File: src/rtl/fp_round_pipe.sv
// Three-stage linear-to-float converter: sign/magnitude, leading-one extract, round/saturate.
// Valid/ready stream with a single global advance; out_* hold while stalled.
module fp_round_pipe #(
    parameter int IN_W  = 12,
    parameter int EXP_W = 3,
    parameter int SIG_W = 4
) (
    input  logic             clk,
    input  logic             rst_n,
    input  logic [1:0]       round_mode,
    input  logic [IN_W-1:0]  in_data,
    input  logic             in_valid,
    output logic             in_ready,
    output logic             out_s,
    output logic [EXP_W-1:0] out_e,
    output logic [SIG_W-1:0] out_f,
    output logic             out_sat,
    output logic             out_valid,
    input  logic             out_ready
);

    localparam int EW = $clog2(IN_W) + 1;
    localparam int CW = ((EW > EXP_W) ? EW : EXP_W) + 1;
    localparam logic [EW-1:0]    SIG_E  = EW'(SIG_W);
    localparam logic [EW-1:0]    SHIFT0 = EW'(SIG_W - 1);
    localparam logic [IN_W-1:0]  ONE_M  = IN_W'(1);
    localparam logic [SIG_W-1:0] ONE_F  = SIG_W'(1);
    localparam logic [CW-1:0]    E_MAX  = CW'((1 << EXP_W) - 1);

    typedef enum logic [1:0] {
        RM_HALF_UP = 2'd0,
        RM_TRUNC   = 2'd1,
        RM_EVEN    = 2'd2,
        RM_RSVD    = 2'd3
    } rmode_e;

    logic adv;

    logic             s1_vld_q, s1_sgn_q;
    logic [IN_W-1:0]  s1_mag_q, s1_mag_d;
    rmode_e           s1_mode_q;

    logic             s2_vld_q, s2_sgn_q;
    rmode_e           s2_mode_q;
    logic [EW-1:0]    s2_e_q, s2_e_d;
    logic [SIG_W-1:0] s2_f_q, s2_f_d;
    logic             s2_rb_q, s2_rb_d, s2_st_q, s2_st_d;

    logic             out_vld_q, out_s_q, out_sat_q, out_sat_d;
    logic [EXP_W-1:0] out_e_q, out_e_d;
    logic [SIG_W-1:0] out_f_q, out_f_d;

    logic [EW-1:0]    msb;
    logic [IN_W-1:0]  rb_mask;
    logic             inc;
    logic [EW-1:0]    e_n;
    logic [SIG_W-1:0] f_n;
    logic [CW-1:0]    e_ext;

    assign adv      = !out_vld_q || out_ready;
    assign in_ready = adv;

    assign s1_mag_d = in_data[IN_W-1] ? -in_data : in_data;

    always_comb begin
        msb     = '0;
        rb_mask = '0;
        s2_e_d  = '0;
        s2_f_d  = s1_mag_q[SIG_W-1:0];
        s2_rb_d = 1'b0;
        s2_st_d = 1'b0;
        for (int unsigned i = 0; i < IN_W; i++) begin
            if (s1_mag_q[i]) msb = EW'(i);
        end
        // mag=0 leaves msb=0, which always falls into the unshifted branch
        if (msb >= SIG_E) begin
            s2_e_d  = msb - SHIFT0;
            s2_f_d  = SIG_W'(s1_mag_q >> s2_e_d);
            rb_mask = ONE_M << (s2_e_d - EW'(1));
            s2_rb_d = |(s1_mag_q & rb_mask);
            s2_st_d = |(s1_mag_q & (rb_mask - ONE_M));
        end
    end

    always_comb begin
        case (s2_mode_q)
            RM_TRUNC: inc = 1'b0;
            RM_EVEN:  inc = s2_rb_q & (s2_st_q | s2_f_q[0]);
            default:  inc = s2_rb_q;
        endcase
        e_n = s2_e_q;
        f_n = s2_f_q;
        if (inc && (&s2_f_q)) begin
            f_n = ONE_F << (SIG_W - 1);
            e_n = s2_e_q + EW'(1);
        end else if (inc) begin
            f_n = s2_f_q + ONE_F;
        end
        e_ext     = CW'(e_n);
        out_sat_d = e_ext > E_MAX;
        out_e_d   = out_sat_d ? '1 : e_ext[EXP_W-1:0];
        out_f_d   = out_sat_d ? '1 : f_n;
    end

    always_ff @(posedge clk or negedge rst_n) begin
        if (!rst_n) begin
            s1_vld_q  <= 1'b0;
            s1_sgn_q  <= 1'b0;
            s1_mag_q  <= '0;
            s1_mode_q <= RM_HALF_UP;
            s2_vld_q  <= 1'b0;
            s2_sgn_q  <= 1'b0;
            s2_mode_q <= RM_HALF_UP;
            s2_e_q    <= '0;
            s2_f_q    <= '0;
            s2_rb_q   <= 1'b0;
            s2_st_q   <= 1'b0;
            out_vld_q <= 1'b0;
            out_s_q   <= 1'b0;
            out_e_q   <= '0;
            out_f_q   <= '0;
            out_sat_q <= 1'b0;
        end else if (adv) begin
            s1_vld_q  <= in_valid;
            s1_sgn_q  <= in_data[IN_W-1];
            s1_mag_q  <= s1_mag_d;
            s1_mode_q <= rmode_e'(round_mode);
            s2_vld_q  <= s1_vld_q;
            s2_sgn_q  <= s1_sgn_q;
            s2_mode_q <= s1_mode_q;
            s2_e_q    <= s2_e_d;
            s2_f_q    <= s2_f_d;
            s2_rb_q   <= s2_rb_d;
            s2_st_q   <= s2_st_d;
            out_vld_q <= s2_vld_q;
            out_s_q   <= s2_sgn_q;
            out_e_q   <= out_e_d;
            out_f_q   <= out_f_d;
            out_sat_q <= out_sat_d;
        end
    end

    assign out_valid = out_vld_q;
    assign out_s     = out_s_q;
    assign out_e     = out_e_q;
    assign out_f     = out_f_q;
    assign out_sat   = out_sat_q;

endmodule
File: config.mk
export PLATFORM = sky130hd
export DESIGN_NAME = fp_round_pipe
export DESIGN_NICKNAME = d
export VERILOG_FILES = /design/src/rtl/fp_round_pipe.sv
export SDC_FILE = /design/constraint.sdc
export NUM_CORES = 1
export LEC_CHECK = 0
export CORE_MARGIN = 2
export CORE_UTILIZATION = 40
export DETAILED_ROUTE_END_ITERATION = 16
export HOLD_SLACK_MARGIN = 0.12
export PLACE_DENSITY_LB_ADDON = 0.25
export SETUP_SLACK_MARGIN = 0.02
export SYNTH_ARGS = -nofsm -noshare
export SYNTH_HDL_FRONTEND = slang
export SYNTH_SLANG_ARGS = --single-unit
File: constraint.sdc
create_clock -name clk -period 3.15 [get_ports clk]
set_input_delay 0.7875 -clock clk [delete_from_list [all_inputs] [get_ports clk]]
set_output_delay 0.7875 -clock clk [all_outputs]
set_load 0.05 [all_outputs]
==> out/qor.yml <==
die:
  row_count: 31
  coreArea_sq_um: 7180
  fp.dieH_um: 89.4
  die_w_um: 89.4
  fp.dieArea_sq_um: 8000
  initial_core_util_pct: 40.7
  io_pins: 29
cells_and_area:
  antenna_cells: 0
  syn_to_final_growth_pct: 20.1
  drive_above_1_share_pct: 14.1
  nNetsFinal: 415
  fin_cells: 483
  final_area_sq_um: 3510
yosys:
  async_flop_share_pct: 100
  netlist_instances: 346
  ys_types: 58
  yosys_warnings: 0
  synth_edf_count: 0
  ys_seq_elements: 41
  yosysTopAreaCell: "dfrtp_1"
  synthTopCellsByArea: "dfrtp_1, nand2_1, ha_1"
  syn_area_per_cell_sq_um: 8.44
  synth_top_area_share_pct: 35.1
  netlist_area_sq_um: 2920
  synth_top_flop_cell: "dfrtp_1"
  ys_seq_area_share_pct: 35.1
  syn_nets: 377
route:
  vias: 2603
  via_per_inst: 5.39
  wirelength_um: 6850
  drtIter0Drc: 234
  drt_first_pass_iters: 5
  postRouteAntennaNets: 0
  drcViolationCount: 0
  wl_per_cell_um: 14.2
critical_path:
  cpMostUsedCell: "ha_1"
  r2r-end: "s2_st_q"
  critPathSlowestCell: "or4_4"
  path_buf_inv: 2
  critPathLaunchType: "register"
  path_delay_family: "simple AND/OR/NAND/NOR gates"
  required_ns: 3.33
  crit_type: "reg2reg"
  end_kind: "register"
  cpPeakStageDelay_ns: 0.58
  critical_path_arrival_ns: 3.18
  worstPathMaxFanout: 8
  r2r_cells: 12
  reg2reg_from: "s1_mag_q[10]"
  r2r_setup_slack_ns: 0.15
  crit_chain: "or4_4 -> inv_8 -> nand2_8 -> ha_1 -> nor2b_1 -> buf_4 -> nand3_1 -> ha_1 -> o221ai_1 -> a2111oi_2 -> o221a_1 -> a31oi_1"
cts:
  postCtsHoldBufs: 0
  cts.path.max_buffers: 2
  tritoncts: "done"
  clkSlewWorstSetupHoldPaths_ns: 0.08
  clock_latency_ns: 0.29
  cts_root_buf: "clkbuf_8"
  clock_sinks: 41
  numCtsBuffers: 5
  htreeDepth: 2
power:
  ir_drop_uv: 287
  powerDensity_nw_per_um2: 926
  power.leakage_uw: 0.00149
worst_hold_path:
  worst_hold_path_type: "reg2reg"
  hp-start: "s2_vld_q"
  holdPathEnd: "out_valid"
  min_path_cells: 1
place:
  io_buffers: 28
  dp_hpwl_um: 5130
  gp_congestion: 0.942
  dp_cells: 473
  dpl_cell_area_sq_um: 3380
timing:
  setup_viol_count_final: 0
  fmax_mhz: 333
  fin_skew_ns: 0.00337
  hold_viol_final: 0
  worstMarginPinSlew_ns: 0.914
  drv_slew: 0
  max_slew_margin_pct: 39.1
  fin_crit_sh_pct: 95.4
  fin_setup_tns_ns: 0
  rsz0062_at_grt: "false"
  period_needed_ns: 3.00
global_route:
  grt_pass1_vias: 2386
  grtUsageTotal_pct: 18.5
  grt-ovfl-total: 0
  grt_max_degree: 42
  grt_pass1_wl_um: 11600
  antenna_found_initial: 0
status:
  status: "completed"
run:
  maxCapViolations: 0
[per-layer routing]
| layer | vias up | share of wire, % | GRT usage (%) |
|---|---|---|---|
| met4 | 0 | 2.1 | 5.56 |
| met5 | - | 0 | 0 |
| met1 | 1180 | 44 | 25.2 |
| met2 | 101 | 48 | 29.8 |
| li1 | 1309 | - | - |
| met3 | 13 | 5.8 | 3.51 |
[worst max-delay path by stage]
| stage | from | to | slack [ns] | cells past startpoint |
|---|---|---|---|---|
| after floorplan | s1_mag_q[8] | s2_st_q | 0.11 | 13 |
| after global placement | s1_mag_q[11] | s2_st_q | 0.25 | 12 |
| after detailed placement | s1_mag_q[11] | s2_st_q | 0.13 | 12 |
| after CTS | s1_mag_q[11] | s2_st_q | 0.12 | 12 |
| after global routing | s1_mag_q[10] | s2_st_q | 0.02 | 12 |
| final | s1_mag_q[10] | s2_st_q | 0.15 | 12 |
[final cells by class]
| type | count | area, sq um |
|---|---|---|
| Sequential cell | 41 | 1030 |
| Timing Repair Buffer | 53 | 460 |
| Inverter | 16 | 75.1 |
| Clock buffer | 5 | 68.8 |
| Fill cell | 670 | 3670 |
| Clock inverter | 2 | 35.0 |
| Tap cell | 99 | 124 |
| Multi-Input combinational cell | 267 | 1720 |
[registers in the layout, indices dropped and copies added (netlist names)]
register / count
s1_sgn_q: 1
s2_rb_q: 1
s2_st_q: 1
out_valid: 1
s2_mode_q: 2
s1_vld_q: 1
s2_sgn_q: 1
s1_mag_q: 12
s2_e_q: 5
out_sat: 1
out_f: 4
s2_vld_q: 1
out_e: 3
s2_f_q: 4
out_s: 1
s1_mode_q: 2
[cell usage after synthesis, types with 3 or more instances]
master and instances:
or3_1 3, a211oi_1 8, a22o_1 5, inv_1 12
a31oi_1 5, xnor2_1 6, a21oi_1 22, nor2b_1 10
nand2b_1 3, ha_1 13, nand2_1 55, dfrtp_1 41
clkbuf_1 17, mux2i_1 3, o21ai_0 27, o211ai_1 3
nand3_1 8, nor2_1 28, nor3_1 9, o31ai_1 6
xor2_1 11
[cells in the final DEF (no fill, tap or decap), types with 3 or more instances in the layout]
cell	instances
nor2b_1	9
o31ai_1	6
inv_1	12
o211ai_1	3
a21oi_1	22
ha_1	13
nor2_1	28
mux2i_1	3
a211oi_1	8
nand2b_1	3
nor3_1	9
clkbuf_8	5
o21ai_0	26
o21ai_1	3
a22o_1	5
a31oi_1	5
clkdlybuf4s50_1	26
buf_4	26
nand3_1	8
or3_1	3
xor2_1	11
xnor2_1	6
nand2_1	55
dfrtp_1	41
[cells by family (layout without fill, tap and decap cells)]
family	count (synthesis)	count (layout)	synth area share [%]
xor+xnor	19	19	6.99
buf+inv	38	76	6.09
compound gates	100	100	22.9
simple gates	130	130	21.5
fa+ha+maj	13	13	5.57
mux	5	5	1.80
flops	41	41	35.1
[what timing repair did]
item / CTS / global route
setup endpoints to repair: 0 / 1
buffers inserted: 0 / 3
resized for setup: 0 / 2
[stage by stage]
| stage | hold slack (ns) | util, % | total power [uW] | setup slack, ns |
|---|---|---|---|---|
| after global placement | 0.443 | 47.1 | 2800 | 0.248 |
| after global routing | 0.477 | 48.9 | 3510 | 0.0234 |
| final | 0.464 | 48.9 | 3250 | 0.146 |
| after detailed placement | 0.450 | 47.1 | 2800 | 0.133 |
| after floorplan | 0.430 | - | 2250 | 0.110 |
| after CTS | 0.469 | 48.5 | 3220 | 0.118 |
[where the power goes]
group,internal [uW],total (uW),switching [uW]
clock network,230,415,184
logic,799,1930,1130
registers,723,901,178
No activity file was read; power rests on OpenSTA's default activity.
